--- src/rtl/digit_counter.sv ---
// Debounced up/down digit counter feeding the 7-segment decoder.
// Two raw buttons are synchronized, debounced and edge-detected into single steps.
module digit_counter #(
  parameter int unsigned DEBOUNCE_CYCLES = 50000,
  parameter int unsigned MAX_VAL         = 8,
  parameter int unsigned WRAP            = 1
) (
  input  logic       clk,
  input  logic       rst_n,
  input  logic       btn_up,
  input  logic       btn_down,
  input  logic       clr,
  output logic [3:0] num,
  output logic       tick,
  output logic       at_max,
  output logic       at_min
);

  localparam int unsigned CNT_W = (DEBOUNCE_CYCLES > 1) ? $clog2(DEBOUNCE_CYCLES) : 1;
  localparam logic [CNT_W-1:0] CNT_LAST = CNT_W'(DEBOUNCE_CYCLES - 1);
  localparam logic [3:0] MAX_NUM = 4'(MAX_VAL);

  // Bit 0 is the up button, bit 1 the down button.
  logic [1:0] raw;
  logic [1:0] s1;
  logic [1:0] s2;
  logic [1:0] stable;
  logic [1:0] stable_d;
  logic [1:0] step;
  logic [3:0] num_next;

  assign raw = {btn_down, btn_up};

  always_ff @(posedge clk or negedge rst_n) begin
    if (!rst_n) begin
      s1       <= 2'b00;
      s2       <= 2'b00;
      stable_d <= 2'b00;
    end else begin
      s1       <= raw;
      s2       <= s1;
      stable_d <= stable;
    end
  end

  // A level is accepted only after it differs from stable for DEBOUNCE_CYCLES edges in a row.
  for (genvar g = 0; g < 2; g++) begin : g_debounce
    logic [CNT_W-1:0] cnt;

    always_ff @(posedge clk or negedge rst_n) begin
      if (!rst_n) begin
        cnt       <= '0;
        stable[g] <= 1'b0;
      end else if (s2[g] == stable[g]) begin
        cnt <= '0;
      end else if (cnt == CNT_LAST) begin
        cnt       <= '0;
        stable[g] <= s2[g];
      end else begin
        cnt <= cnt + CNT_W'(1);
      end
    end
  end

  assign step = stable & ~stable_d;

  always_comb begin
    num_next = num;
    if (clr) begin
      num_next = 4'd0;
    end else if (step[0] && step[1]) begin
      num_next = num;
    end else if (step[0]) begin
      if (num < MAX_NUM)     num_next = num + 4'd1;
      else if (WRAP != 0)    num_next = 4'd0;
    end else if (step[1]) begin
      if (num > 4'd0)        num_next = num - 4'd1;
      else if (WRAP != 0)    num_next = MAX_NUM;
    end
  end

  always_ff @(posedge clk or negedge rst_n) begin
    if (!rst_n) begin
      num  <= 4'd0;
      tick <= 1'b0;
    end else begin
      num  <= num_next;
      tick <= (num_next != num);
    end
  end

  assign at_max = (num == MAX_NUM);
  assign at_min = (num == 4'd0);

endmodule

--- config.mk ---
export PLATFORM = sky130hd
export DESIGN_NAME = digit_counter
export DESIGN_NICKNAME = d
export VERILOG_FILES = /design/src/rtl/digit_counter.sv
export SDC_FILE = /design/constraint.sdc
export NUM_CORES = 1
export LEC_CHECK = 0
export ABC_AREA = 1
export CORE_ASPECT_RATIO = 0.8
export CORE_MARGIN = 1
export CORE_UTILIZATION = 50
export DETAILED_ROUTE_END_ITERATION = 8
export GPL_ROUTABILITY_DRIVEN = 0
export PLACE_DENSITY = 0.74
export SYNTH_ARGS = -nofsm -noshare
export SYNTH_HDL_FRONTEND = slang
export SYNTH_SLANG_ARGS = --single-unit
--- constraint.sdc ---
create_clock -name clk -period 3.7 [get_ports clk]
set_input_delay 0.74 -clock clk [delete_from_list [all_inputs] [get_ports clk]]
set_output_delay 0.74 -clock clk [all_outputs]
set_load 0.03 [all_outputs]
# After elaboration in Yosys (flattened, before gate mapping)
# Cells that the tools add are included.
# word_totals
in_bits	5
out_inout_bits	7
wordCells	39
register_bits	45
# classes
addsub	4
bitwise_logic	4
n_reduce_logical	4
mux	10
order_cmp	2
n_eq_ne	6
# op_table
operator	n
16-bit 2-to-1 mux	4
16-bit by 1-bit adder with 16-bit output, second input constant	2
16-bit == test, second input constant	2
4-bit 2-to-1 mux	6
4-bit by 1-bit adder with 4-bit output, second input constant	1
4-bit == test, second input constant	1
4-bit by 1-bit greater-than comparator with 1-bit output, second input constant	1
4-bit zero test	1
4-bit < comparator, second input constant	1
4-bit != test	1
2-bit AND reduction	2
4-bit by 1-bit subtractor with 4-bit output, second input constant	1
2-bit AND	1
1-bit == test	2
1-bit inverter	2
2-bit inverter	1
1-bit logical AND	1

# Logic depth before layout (Yosys ltp)
# depth
ltp_word	7
depth_mapped	13
ltp_nobuf	13

# Least setup slack after synthesis
# No wires, ideal clock.
# synth_path
kind	register to output
startpoint	reg num[0]
endpoint	out at_max
path_stages_with_launch	5
required_time_ps	2960
path_slack_ps	1589
t_arrival_ps	1371
cell_sequence	dfrtp_1 > inv_1 > ha_1 > nand2_1 > nor2_1
# synth_between
elab_chain_len	1
# synth_rtl
item	line	source
start: declaration	13	output logic [3:0] num,
start signal: assignment	87	num <= num_next;
4-bit == test	92	assign at_max = (num == MAX_NUM);
end: declaration	15	output logic at_max,
# Every way passes these cells.

# Final worst setup path
# Same ends and word-level chain as after synthesis.

==> results.sh <==
export IMPL_outcome="complete, no violations"
export IMPL_avgSynthCellArea_um2=7.97
export IMPL_die_w_um=80.7
export IMPL_clkSinkCount=45
export IMPL_ios=12
export IMPL_yosysWarnings=0
export IMPL_busiest_layer="met2"
export IMPL_place_hpwl_um=3430
export IMPL_cp_slowest_stage_delay_ps=680
export IMPL_cts_tree="done"
export IMPL_drt_iter0_drc=113
export IMPL_cp_start_kind="register"
export IMPL_post_cts_buffers=0
export IMPL_cap_violations=0
export IMPL_min_period_over_period_pct=73.3
export IMPL_io_buffers=11
export IMPL_ir_worst_vdd_mv=0.221
export IMPL_die_height_um=65.0
export IMPL_slew_headroom_pct=34.5
export IMPL_route_vias_total=2006
export IMPL_use_met2_pct=33.6
export IMPL_avgViaCountPerCell=5.16
export IMPL_routed_wl_um=4770
export IMPL_coreArea_um2=4680
export IMPL_layout_drive_gt1_share_pct=11.6
export IMPL_synth_nets=320
export IMPL_setup_viol=0
export IMPL_period_needed_ps=2710
export IMPL_drc=0
export IMPL_dpl_worst_slack_ps=1320
export IMPL_dieArea_um2=5240
export IMPL_use_met1_pct=28.5
export IMPL_yosysTopAreaCellShare_pct=45.4
export IMPL_wl_per_cell_um=12.3
export IMPL_fin_worst_skew_ps=4.62
export IMPL_leakage_nw=1.27
export IMPL_yosys_cell_types_count=30
export IMPL_grt_pass1_wl_um=8420
export IMPL_ys_seq_area_share_pct=45.4
export IMPL_endpoint_kind="primary output"
export IMPL_tns_ps=0
export IMPL_cts_resized=0
export IMPL_hp_class="reg -> reg"
export IMPL_cts_max_path_buffers=2
export IMPL_syn_inst=311
export IMPL_rows=22
export IMPL_slowest_stage="clkdlybuf4s50_1"
export IMPL_path_cells="inv_1, ha_1, nand2_1, nor2_1, clkdlybuf4s50_1"
export IMPL_initial_core_util_pct=53.0
export IMPL_cts_buffers=5
export IMPL_clock_latency_ps=300
export IMPL_yosysTopAreaCell="dfrtp_1"
export IMPL_ant_nets=0
export IMPL_synthToLayoutAreaGrowth_pct=10.9
export IMPL_cp_buffers_inverters=2
export IMPL_htree_levels=2
export IMPL_fmax_mhz=369
export IMPL_netlist_area_um2=2480
export IMPL_root_buffer="clkbuf_8"
export IMPL_clk_pin_slew_ps=80
export IMPL_synth_edff_count=0
export IMPL_track_usage_pct=21.0
export IMPL_diodes=0
export IMPL_power_density_nw_per_um2=313
export IMPL_ys_flop_type="dfrtp_1"
export IMPL_critPathKind="reg -> out"
export IMPL_final_nets=337
export IMPL_first_global_vias=1941
export IMPL_hold_viol_final=0
export IMPL_layout_setup_ws_ps=988
export IMPL_grt_antenna_before_repair=0
export IMPL_arrival_ps=1970
export IMPL_grt_ovfl_total=0
export IMPL_crit_family="buffers and inverters"
export IMPL_synth_area_top_cells="dfrtp_1 (45%), nand2_1 (10%), inv_1 (6.8%)"
export IMPL_first_pass_iters=4
export IMPL_worstMarginPinSlew_ps=983
export IMPL_finalMaxSlewViolations=0
export IMPL_cts_hold_buffers=0
export IMPL_ys_seq_elements=45
export IMPL_gr_usage_met3_pct=4.23
export IMPL_path_max_fanout=6
export IMPL_synthArstFlopShare_pct=100
export IMPL_crit_required_ps=2960
export IMPL_nFillCells=439
export IMPL_grt_max_degree=46
export IMPL_grt_setup_unrepaired="no"
## Yosys cell counts, types with 3 or more instances
library cell and instances:
nor2_4 4, nand3_1 20, nand4_1 11, dfrtp_1 45
inv_1 45, xor2_1 10, ha_1 4, nor3_1 14
nor3b_1 3, inv_2 7, nor3_2 4, nand2_2 3
nand2_1 66, nor2_1 33, a21oi_1 14, nor4_1 4
o21ai_0 8, nor2_2 4
## power by group
part / switching (W) / internal, W / leakage [nW] / total (W)
combinational: 0.0000230 / 0.00000966 / 0.605 / 0.0000327
sequential: 0.00000530 / 0.000499 / 0.615 / 0.000504
clock: 0.000171 / 0.000152 / 0.0512 / 0.000323
total: 0.000199 / 0.000660 / 1.27 / 0.000859
## path summary, 6_finish.rpt
check                      cells past startpoint   start                    to  slack (ps)
max reg2reg                                   13  num[0]                  tick        2030
max                                            5  num[0]                at_max         990
min reg2reg                                    0   s1[0]                 s2[0]         360
min                                            0   s1[0]                 s2[0]         360
max in group asynchronous                      1   rst_n  g_debounce[1].cnt[4]        2490
min in group asynchronous                      1   rst_n             stable[1]         600
## final cells by class
cell class | instances | area [µm²] | area share (%)
sequential | 45 | 1130 | 41.0
clock inverter | 2 | 13.8 | 0.501
multi-input combinational | 212 | 1140 | 41.7
clock buffer | 6 | 82.6 | 3.01
timing repair buffer | 11 | 105 | 3.83
tap | 60 | 75.1 | 2.73
inverter | 53 | 200 | 7.29
## per-stage QoR
stage | area (µm²) | power (W) | std cells | utilization, % | hold slack, ps
2_1_floorplan | 2480 | 0.000529 | 311 | - | 331
3_3_place_gp | 2650 | 0.000546 | 381 | 56.7 | 338
3_5_place_dp | 2650 | 0.000547 | 381 | 56.7 | 340
4_1_cts | 2750 | 0.000873 | 389 | 58.7 | 361
5_1_grt | 2750 | 0.000902 | 389 | 58.7 | 374
6_report | 2750 | 0.000859 | 389 | 58.7 | 357
## cells by family after synthesis
family	Yosys count	share of synthesized area, %
fa+ha+maj	4	2.02
simple gates	174	35.7
compound gates	24	4.95
xor+xnor	10	3.53
flops	45	45.4
buf+inv	54	8.38
## registers in the layout, summed over array words and instances, names as in the netlist
signal          flops
g_debounce.cnt     32
num                 4
s2                  2
stable_d            2
stable              2
s1                  2
tick                1
## placed cells by master (no fill, tap or decap), drive strengths merged
master          n
nand3b          1
nand2          70
nor3           19
buf             1
or2             1
a21oi          14
nand4          11
nor4            6
nor2           41
o21ai           9
clkbuf          6
nand3          21
o31ai           1
dfrtp          45
nor3b           4
clkinv          3
xor2           10
ha              4
inv            52
clkdlybuf4s50  10
## metal layers
metal	part of all wire (%)	up-vias
li1	-	1031
met3	3.4	5
met5	0	-
met4	1.2	0
met2	44	29
met1	52	941
Power figures use the tool's default switching activity.
==> RTL edit 1: new RTL, same settings <==
Set the parameter `WRAP` to 0 (it was 1).
--- a/src/rtl/digit_counter.sv
+++ b/src/rtl/digit_counter.sv
@@ -4,5 +4,5 @@
   parameter int unsigned DEBOUNCE_CYCLES = 50000,
   parameter int unsigned MAX_VAL         = 8,
-  parameter int unsigned WRAP            = 1
+  parameter int unsigned WRAP            = 0
 ) (
   input  logic       clk,
Formal check against the unedited RTL: no difference found for any inputs over 10 cycles, from zero or initial values and one cycle with rst_n low; that may be too few to reach the edited logic, so the function may still have changed.
==> RTL edit 1 against the original RTL <==
- critical path depth unchanged
- first-iteration DRC count up 44%
- wire length unchanged
- area after synthesis down 0.40%
- critical endpoint unchanged
- setup slack worse by 0.0036 ns
- design area up 0.46%
- total power up 8.0%
- maximum frequency down 0.13%
- sequential cell count unchanged
- sequential share of layout area down 0.19 points
==> RTL edit 1: results <==
set metrics [dict create \
    yosys-top-cells-area "dfrtp_1, nand2_1, nor2_1, inv_1, nor3_1" \
    synth.distinct_cells 33 \
    htreeDepth 2 \
    met3_length_um 219 \
    cts_root_buffer "clkbuf_8" \
    final_layout_size_suffix_gt1_frac 0.113 \
    antenna_found_initial 0 \
    clkTransAtPathRegs_ns 0.09 \
    fin_nets 326 \
    via_count 2080 \
    grt.met3_usage 0.0423 \
    vdd.ir_drop.worst_mv 0.238 \
    grt_pass1_vias 1879 \
    portBuffers 11 \
    synth_warnings 0 \
    grt_busiest_layer "met1" \
    status "complete, no violations" \
    dp.cells 370 \
    async_flop_share 1.00 \
    highest_layer "met4" \
    ys_dominant_reg_cell "dfrtp_1" \
    grt_usage 0.211 \
    cp_max_fo 7 \
    critPathArrivalTime_ns 1.98 \
    post_cts_buffers 0 \
    grt_pass1_wl_um 8490 \
    clock_path_buffers 2 \
    ys_seq_area_frac 0.456 \
    cts_buffers 5 \
    hold_path_class "register to register" \
    synth_fp_nets 310 \
    relSlewSlack 0.355 \
    drt_iter0_drc 163 \
    met1_usage 0.315 \
    syn_area_per_cell_um2 8.20 \
    avgRoutedWirePerCell_um 12.6 \
    cts_resized 0 \
    dp_hpwl_um 3480 \
    clk_latency_ns 0.30 \
    met2_usage 0.306 \
    drt_pass1_iterations 5 \
    diodes 0 \
    ys_top_cells_by_count "nand2_1, dfrtp_1, nor2_1, inv_1, nor3_1" \
    dpl_worst_slack_ns 1.32 \
    vias_per_cell 5.50 \
    met2_length_um 2000 \
    finalClockSkew_ns 0.00804 \
    grt_max_degree 46 \
    hold_violations 0 \
    leakage_nw 1.21 \
    met1_length_um 2500 \
    place_area_mm2 0.00264 \
    reg_top3 "g_debounce.cnt: 32 flops, num: 4 flops" \
]
-- RTL edit 1: area by class of cell --
class	instances	area, um2
fill	406	1890
multi-input combinational	217	1190
sequential	45	1130
inverter	37	139
timing repair buffer	11	105
clock buffer	6	82.6
tap	60	75.1
clock inverter	2	37.5
-- RTL edit 1: worst paths after layout --
| check | slack [ns] | startpoint | end | cells after the start |
|---|---|---|---|---|
| worst min register to register | 0.36 | s1[1] | s2[1] | 0 |
| worst max register to register | 1.99 | g_debounce[0].cnt[0] | g_debounce[0].cnt[5] | 8 |
| worst max-delay path | 0.98 | num[0] | at_max | 5 |
| worst min-delay path | 0.36 | s1[1] | s2[1] | 0 |
| min in group asynchronous | 0.59 | rst_n | g_debounce[0].cnt[5] | 1 |
| max in group asynchronous | 2.51 | rst_n | g_debounce[1].cnt[1] | 1 |
-- RTL edit 1: kinds of logic (layout without fill, tap and decap cells) --
| logic type | count (synthesis) | after routing | synth area share |
|---|---|---|---|
| AND/OR/NAND/NOR | 173 | 173 | 0.359 |
| multiplexers | 1 | 1 | 0.00456 |
| flip-flops | 45 | 45 | 0.456 |
| adder cells (fa/ha/maj) | 4 | 4 | 0.0203 |
| AO/OA/AOI/OAI | 28 | 28 | 0.0613 |
| XOR/XNOR | 11 | 11 | 0.0390 |
| buffers and inverters | 39 | 56 | 0.0598 |
-- RTL edit 1: power by group --
part	leakage (nW)	internal [mW]	switching, mW
clock	0.0574	0.220	0.166
sequential	0.613	0.499	0.00602
combinational	0.539	0.0122	0.0251
-- RTL edit 1: worst max-delay path: stages (launching register included) --
cell,delay [ns]
dfrtp_1,0.45
inv_1,0.13
ha_1,0.20
nand2_1,0.09
nor2_1,0.14
clkdlybuf4s50_1,0.68
==> RTL edit 2: new RTL, config.mk and constraints unchanged <==
Without the edit above. Reset style: synchronous (`rst_n`), changed in 3 clocked blocks.
--- a/src/rtl/digit_counter.sv
+++ b/src/rtl/digit_counter.sv
@@ -32,5 +32,5 @@
   assign raw = {btn_down, btn_up};
 
-  always_ff @(posedge clk or negedge rst_n) begin
+  always_ff @(posedge clk) begin
     if (!rst_n) begin
       s1       <= 2'b00;
@@ -48,5 +48,5 @@
     logic [CNT_W-1:0] cnt;
 
-    always_ff @(posedge clk or negedge rst_n) begin
+    always_ff @(posedge clk) begin
       if (!rst_n) begin
         cnt       <= '0;
@@ -80,5 +80,5 @@
   end
 
-  always_ff @(posedge clk or negedge rst_n) begin
+  always_ff @(posedge clk) begin
     if (!rst_n) begin
       num  <= 4'd0;
Check against the original RTL: same outputs for any inputs over 10 cycles, from zero or initial values and one cycle with rst_n low; that may be too few to reach the edited logic, so the function may still have changed.
==> RTL edit 2 against the original RTL <==
- register-to-register slack got worse by 0.04 ns
- total power fell by 3.6%
- combinational power fell by 47%
- area after synthesis fell by 7.5%
- sequential cell count did not move
- design area fell by 6.7%
- maximum frequency fell by 0.90%
- setup slack got worse by 0.025 ns
- highest routed layer unchanged
- die area fell by 7.3%
- clock skew rose by 0.0049 ns
- wire length fell by 14%
==> RTL edit 2: results <==
set metrics [dict create \
    status "complete, no violations" \
    met1_usage 0.249 \
    ys_seq_area_frac 0.393 \
    synth.distinct_cells 35 \
    wl_um 4120 \
    dp_hpwl_um 3090 \
    vdd.ir_drop.worst_mv 0.266 \
    switching_share 0.201 \
    vias_per_cell 4.88 \
    fin_nets 349 \
    grt_pass1_wl_um 7730 \
    async_flop_share 0 \
    ys_top_cells_by_count "nand2_1, inv_1, dfxtp_1, nor2_1, a21oi_1" \
    finalClockSkew_ns 0.00953 \
    yosys-top-cells-area "dfxtp_1, nand2_1, inv_1, nor2_1, a21oi_1" \
    grt_max_degree 14 \
    final_layout_size_suffix_gt1_frac 0.114 \
    grt_usage 0.200 \
    hold_path_startpoint "s1[1]" \
    relSlewSlack 0.739 \
    met2_usage 0.315 \
    critPathArrivalTime_ns 2.00 \
    synth_fp_nets 333 \
    ys_dominant_reg_cell "dfxtp_1" \
    max_stage_delay_ns 0.70 \
    grt.met3_usage 0.0628 \
]
## RTL edit 2: cell count changes in the layout (fill, tap and decap cells not counted), sizes merged, moves of 2 or more
cell,change
dfrtp,-45
dfxtp,+45
nand2,+7
o21ai,+7
xor2,-7
a21oi,+6
nor4,-4
inv,+3
nand4,-3
clkinv,-2
nor3b,-2
## RTL edit 2: worst paths after layout
kind / to / depth (start not counted)
max: at_max / 5
min reg2reg: s2[1] / 2
max reg2reg: g_debounce[1].cnt[8] / 9
min: s2[1] / 2
## RTL edit 2: logic make-up (layout without fill, tap and decap cells)
| family | count (synthesis) | in the layout | synth area share |
|---|---|---|---|
| AOI/OAI and AO/OA | 38 | 38 | 0.0868 |
| xor gates and xnor gates | 4 | 4 | 0.0153 |
| adders and majority gates | 4 | 4 | 0.0218 |
| buffers and inverters | 57 | 74 | 0.0977 |
| DFF | 45 | 45 | 0.393 |
| and+or+nand+nor | 176 | 176 | 0.385 |
## RTL edit 2: worst max-delay path: cells and delay by family (launching register included)
family	cells	cell delay, ns
buf+inv	3	0.94
simple gates	1	0.19
flops	1	0.36
fa+ha+maj	1	0.21
## RTL edit 2: cell type report
cell class | instances | share of cell area
multi-input combinational | 222 | 0.456
inverter | 55 | 0.0825
tap | 57 | 0.0278
timing repair buffer | 11 | 0.0430
sequential | 45 | 0.352
clock buffer | 7 | 0.0376
clock inverter | 1 | 0.00195
## RTL edit 2: power by group through the flow
stage / logic (mW) / clock network (mW) / registers (mW)
detailed placement: 0.0171 / 0 / 0.499
finish: 0.0172 / 0.324 / 0.488
floorplan: 0.0113 / 0 / 0.499
global placement: 0.0168 / 0 / 0.499
global route: 0.0202 / 0.357 / 0.488
CTS: 0.0174 / 0.338 / 0.488
## RTL edit 2: stage by stage
step                      instance area (um2)  setup WS (ns)  total power, mW  instances  hold slack [ns]
after floorplan                          2290           1.41            0.510        324            0.390
after global placement                   2460           1.29            0.516        390            0.392
after detailed placement                 2460           1.24            0.516        390            0.401
after CTS                                2560          0.943            0.843        398            0.421
after global routing                     2560          0.828            0.865        398            0.450
final                                    2560          0.964            0.829        398            0.419
## RTL edit 2: per-layer routing
layer | vias to the layer above | routed length (um)
met4 | 0 | 51
met1 | 831 | 2190
met2 | 41 | 1720
met5 | - | 0
met3 | 4 | 158
li1 | 1065 | -
